--- src/rtl/arbiter2_rr.sv ---
// rtl/arbiter2_rr.sv - two-input round-robin merge node with per-port buffers and grant counters

// One-entry input buffer; ready is decoded from the full flag only.
module arbiter2_rr_buf #(
  parameter int W = 9
) (
  input  logic         clk,
  input  logic         reset,
  input  logic [W-1:0] in_data,
  input  logic         in_valid,
  output logic         in_ready,
  input  logic         take,
  output logic [W-1:0] data,
  output logic         full
);

  assign in_ready = ~full;

  // Fill on handshake, empty on grant; both cannot coincide since ready=~full.
  always_ff @(posedge clk) begin
    if (reset) begin
      full <= 1'b0;
      data <= '0;
    end else if (in_valid && !full) begin
      full <= 1'b1;
      data <= in_data;
    end else if (take) begin
      full <= 1'b0;
    end
  end

endmodule

// Saturating grant counter.
module arbiter2_rr_cnt #(
  parameter int CNT_W = 8
) (
  input  logic             clk,
  input  logic             reset,
  input  logic             inc,
  output logic [CNT_W-1:0] count
);

  // Count grants, holding at the all-ones value.
  always_ff @(posedge clk) begin
    if (reset) begin
      count <= '0;
    end else if (inc && (count != {CNT_W{1'b1}})) begin
      count <= count + 1'b1;
    end
  end

endmodule

// Top: merges two child links onto one registered upstream link.
module arbiter2_rr #(
  parameter int W     = 9,
  parameter int CNT_W = 8
) (
  input  logic             clk,
  input  logic             reset,
  input  logic [W-1:0]     in0_data,
  input  logic             in0_valid,
  output logic             in0_ready,
  input  logic [W-1:0]     in1_data,
  input  logic             in1_valid,
  output logic             in1_ready,
  output logic [W-1:0]     out_data,
  output logic             out_valid,
  input  logic             out_ready,
  output logic             out_sel,
  output logic [CNT_W-1:0] grant_cnt0,
  output logic [CNT_W-1:0] grant_cnt1
);

  logic [W-1:0] buf0_data;
  logic [W-1:0] buf1_data;
  logic         full0;
  logic         full1;
  logic         prio;
  logic         load;
  logic         grant0;
  logic         grant1;

  arbiter2_rr_buf #(.W(W)) u_buf0 (
    .clk      (clk),
    .reset    (reset),
    .in_data  (in0_data),
    .in_valid (in0_valid),
    .in_ready (in0_ready),
    .take     (grant0),
    .data     (buf0_data),
    .full     (full0)
  );

  arbiter2_rr_buf #(.W(W)) u_buf1 (
    .clk      (clk),
    .reset    (reset),
    .in_data  (in1_data),
    .in_valid (in1_valid),
    .in_ready (in1_ready),
    .take     (grant1),
    .data     (buf1_data),
    .full     (full1)
  );

  // The output stage can take a new packet when empty or being drained.
  assign load = ~out_valid | out_ready;

  // Grant a lone full buffer outright; on contention follow the priority pointer.
  always_comb begin
    grant0 = 1'b0;
    grant1 = 1'b0;
    if (load) begin
      if (full0 && (!full1 || !prio)) begin
        grant0 = 1'b1;
      end else if (full1) begin
        grant1 = 1'b1;
      end
    end
  end

  // Output register and priority pointer; priority always passes to the loser side.
  always_ff @(posedge clk) begin
    if (reset) begin
      out_data  <= '0;
      out_valid <= 1'b0;
      out_sel   <= 1'b0;
      prio      <= 1'b0;
    end else if (load) begin
      if (grant0 || grant1) begin
        out_data  <= grant1 ? buf1_data : buf0_data;
        out_sel   <= grant1;
        out_valid <= 1'b1;
        prio      <= grant0;
      end else begin
        out_valid <= 1'b0;
      end
    end
  end

  arbiter2_rr_cnt #(.CNT_W(CNT_W)) u_cnt0 (
    .clk   (clk),
    .reset (reset),
    .inc   (grant0),
    .count (grant_cnt0)
  );

  arbiter2_rr_cnt #(.CNT_W(CNT_W)) u_cnt1 (
    .clk   (clk),
    .reset (reset),
    .inc   (grant1),
    .count (grant_cnt1)
  );

endmodule

--- config.mk ---
export PLATFORM = sky130hd
export DESIGN_NAME = arbiter2_rr
export DESIGN_NICKNAME = d
export VERILOG_FILES = /design/src/rtl/arbiter2_rr.sv
export SDC_FILE = /design/constraint.sdc
export NUM_CORES = 1
export LEC_CHECK = 0
export ABC_AREA = 1
export BUFFER_PORTS_ARGS = -buffer_cell sky130_fd_sc_hd__buf_4
export CAP_MARGIN = 20
export CORE_MARGIN = 3
export CORE_UTILIZATION = 48
export CTS_CLUSTER_SIZE = 10
export DETAILED_ROUTE_END_ITERATION = 12
export HOLD_SLACK_MARGIN = 0.06
export PLACE_DENSITY = 0.75
export SETUP_SLACK_MARGIN = 0.05
export SKIP_CTS_REPAIR_TIMING = 1
export SYNTH_ARGS = -nofsm -noshare
export SYNTH_HDL_FRONTEND = slang
export SYNTH_SLANG_ARGS = --single-unit
--- constraint.sdc ---
create_clock -name clk -period 1.21 [get_ports clk]
set_input_delay 0 -clock clk [delete_from_list [all_inputs] [get_ports clk]]
set_output_delay 0 -clock clk [all_outputs]
set_load 0.005 [all_outputs]
==> reports/results.tsv <==
metric	value	unit
first-pass iteration count of the detailed router	4	
status	finished, violations left	
actual slew at the worst max-slew pin	0.2874	ns
Rows	24	
share of synthesized area occupied by flip-flops and latches	0.4364	
Die Y-Extent	73.73	um
antenna violation net count after detailed routing	0	
via count of the first global-routing pass	1973	
CTS root buf	sky130_fd_sc_hd__clkbuf_8	
initial standard-cell utilization of the core	0.5023	
aggregate global routing overflow	0	
worst clock skew	0.005472	ns
number of slew-limit violations in the final report	0	
power per cell area	1113	mW/mm^2
global-route usage over all layers	0.2053	
Placeable Area	0.004384	sq mm
number of levels the H-tree was split into	2	
number of placed instances, taps included	433	
arrival time worst endpoint	1.52	ns
Die Footprint	0.005436	sq mm
DRC	0	
Yosys warnings	0	
Routability Congestion	0.8602	
Critical Setup Path Class	reg -> reg	
synthesized netlist cell count	314	
routed via count divided by cell count	5.240	
die extent in x	73.73	um
final core occ	0.7988	
critical path capture point type	flop	
Clock Sinks	48	
maximum number of pins on one net before global-route repair	21	
number of primary I/O pins	52	
number of buffers created by CTS	5	
number of setup violations in the final report	10	
post-layout worst setup margin	-0.06959	ns
vias after detailed routing	2463	
clock transition time at the flip-flop clock pins of the worst setup and hold paths	0.09	ns
Total Nets Final	442	
register bit total from synthesis	48	
clock tree buffer depth	2	
unrepaired setup endpoints after global routing	yes	
number of DRC markers after the initial detailed-route iteration	217	
post-route clock period utilization	1.058	
non-filler instance count after layout	470	
layout cell share with drive strength beyond 1	0.3756	
Peak supply drop	0.6373	mV
synthesized netlist net count	339	
Peak Freq	781.5	MHz
buffers added on ports	51	
Filler Cells Inserted	288	
critical-path maximum fanout	9	
Cell variety after synth	23	
Antenna diodes	0	
area growth from synthesis to layout	59.03	%
clock latency reported for the late side of the worst-skew pair	0.31	ns
endpoint required time on the critical path	1.45	ns
crit start category	flop	
half-perimeter wire length of the detailed placement result	3.894	mm
total count of hold-check failures in the final report	0	
violations in the final reports	negative setup slack	
worst rel slew slack	0.8081	
Mean Syn Cell Area	7.013	sq um
clock tree from TritonCTS	built	
Leakage	1.587	nW
maxcap violations	0	
worst hold path class	in -> reg	
post-layout min period	1.280	ns
final WL	6.780	mm
global-route wire length before repair	8.652	mm
initial antenna violation count	0	
drt wl/cell	14.43	um
area of the mapped netlist	0.002202	sq mm
[state kept, by name, indices dropped and copies added (netlist names)]
| signal | count |
|---|---|
| prio | 1 |
| u_buf1.full | 1 |
| out_valid | 1 |
| out_sel | 1 |
| out_data | 9 |
| u_cnt0.count | 8 |
| u_buf0.data | 9 |
| u_buf1.data | 9 |
| u_buf0.full | 1 |
| u_cnt1.count | 8 |
[metrics by stage]
stage	setup slack (ns)	power (W)	cell area (sq um)	TNS, ns	hold slack [ns]
floorplan	0.03624	0.002195	2246	0	0.1520
detailed placement	-0.03895	0.002508	2838	-0.2687	0.2530
finish	-0.06959	0.003897	3502	-0.1618	0.08078
global placement	-0.01770	0.002487	2838	-0.03279	0.2517
CTS	-0.07022	0.003646	2954	-0.6422	-0.07570
global route	-0.1334	0.004041	3502	-1.422	0.1219
[final timing paths]
path,start,end,slack [ns],cells after the start
max,u_buf1.full,out_data[2],-0.07,7
min,out_ready,out_valid,0.08,4
max reg2reg,u_buf1.full,out_data[2],-0.07,7
min reg2reg,u_buf0.data[8],u_buf0.data[8],0.46,2
[power breakdown]
| group | switching [W] | internal (W) | leakage, nW |
|---|---|---|---|
| clock network | 0.000574 | 0.000593 | 0.0596 |
| registers | 0.0000894 | 0.00171 | 0.400 |
| logic | 0.000475 | 0.000457 | 1.13 |
| total | 0.00114 | 0.00276 | 1.59 |
[logic make-up (layout without fill, tap and decap cells)]
logic type      count (synthesis)  in the layout  synth area share
buf+inv                        47            149           0.09034
simple gates                  152            154            0.3074
xor+xnor                        4              4           0.01591
fa+ha+maj                       2              2           0.01136
flops                          48             48            0.4364
compound gates                 61             61            0.1386
[synthesized netlist by cell type, drive strengths merged]
cell,n,area [sq um]
nor2,52,207.7
dfxtp,48,960.9
nand2,74,300.3
a21oi,28,140.1
inv,37,138.9
buf,8,51.29
xor2,4,35.03
clkinv,1,3.750
clkbuf,1,5.000
nand3,14,82.58
nand4,3,18.77
nand3b,9,67.56
ha,2,25.02
o21ai,33,165.1
[metal layers]
layer	track usage	part of all wire	wire [um]	up-vias
met3	0.05472	0.058	393	18
met5	0	0	0	-
met1	0.2593	0.41	2796	1146
met4	0.09457	0.024	162	0
met2	0.3248	0.51	3427	91
li1	-	-	-	1208
[critical path, cell delays in order (launching register included)]
cell                      delay [ns]
sky130_fd_sc_hd__dfxtp_4        0.42
sky130_fd_sc_hd__nand2_4        0.08
sky130_fd_sc_hd__nand2_8        0.09
sky130_fd_sc_hd__buf_4          0.13
sky130_fd_sc_hd__nand3_4        0.13
sky130_fd_sc_hd__nand2_1        0.09
sky130_fd_sc_hd__o21ai_0        0.11
sky130_fd_sc_hd__a21oi_1        0.16
[area by class of cell]
class,instances,area (sq um),share of cell area
inverter,38,156.4,0.04466
multi-input combinational,221,1309,0.3737
timing repair buffer,102,863.3,0.2465
clock inverter,1,8.758,0.002501
sequential,48,984.7,0.2812
tap,52,65.06,0.01858
timing repair inverter,1,7.507,0.002144
clock buffer,7,107.6,0.03073
[cells in the final DEF (no fill, tap or decap), types with 3 or more instances in the layout]
master                           n
sky130_fd_sc_hd__buf_4          75
sky130_fd_sc_hd__nand2_1        59
sky130_fd_sc_hd__nor2_1         38
sky130_fd_sc_hd__dfxtp_1        37
sky130_fd_sc_hd__inv_1          33
sky130_fd_sc_hd__o21ai_0        25
sky130_fd_sc_hd__dlygate4sd3_1  21
sky130_fd_sc_hd__a21oi_1        19
sky130_fd_sc_hd__nand3b_1        9
sky130_fd_sc_hd__a21oi_2         9
sky130_fd_sc_hd__nand2_4         8
sky130_fd_sc_hd__nand3_1         8
sky130_fd_sc_hd__nor2_2          8
sky130_fd_sc_hd__nor2_4          7
sky130_fd_sc_hd__dfxtp_2         7
sky130_fd_sc_hd__clkbuf_8        6
sky130_fd_sc_hd__nand2_2         5
sky130_fd_sc_hd__o21ai_1         5
sky130_fd_sc_hd__nand3_2         4
sky130_fd_sc_hd__xor2_1          4
sky130_fd_sc_hd__buf_6           4
sky130_fd_sc_hd__dfxtp_4         4
sky130_fd_sc_hd__nand3_4         3
sky130_fd_sc_hd__o21ai_2         3
sky130_fd_sc_hd__nand4_1         3
Power figures use the tool's default switching activity.
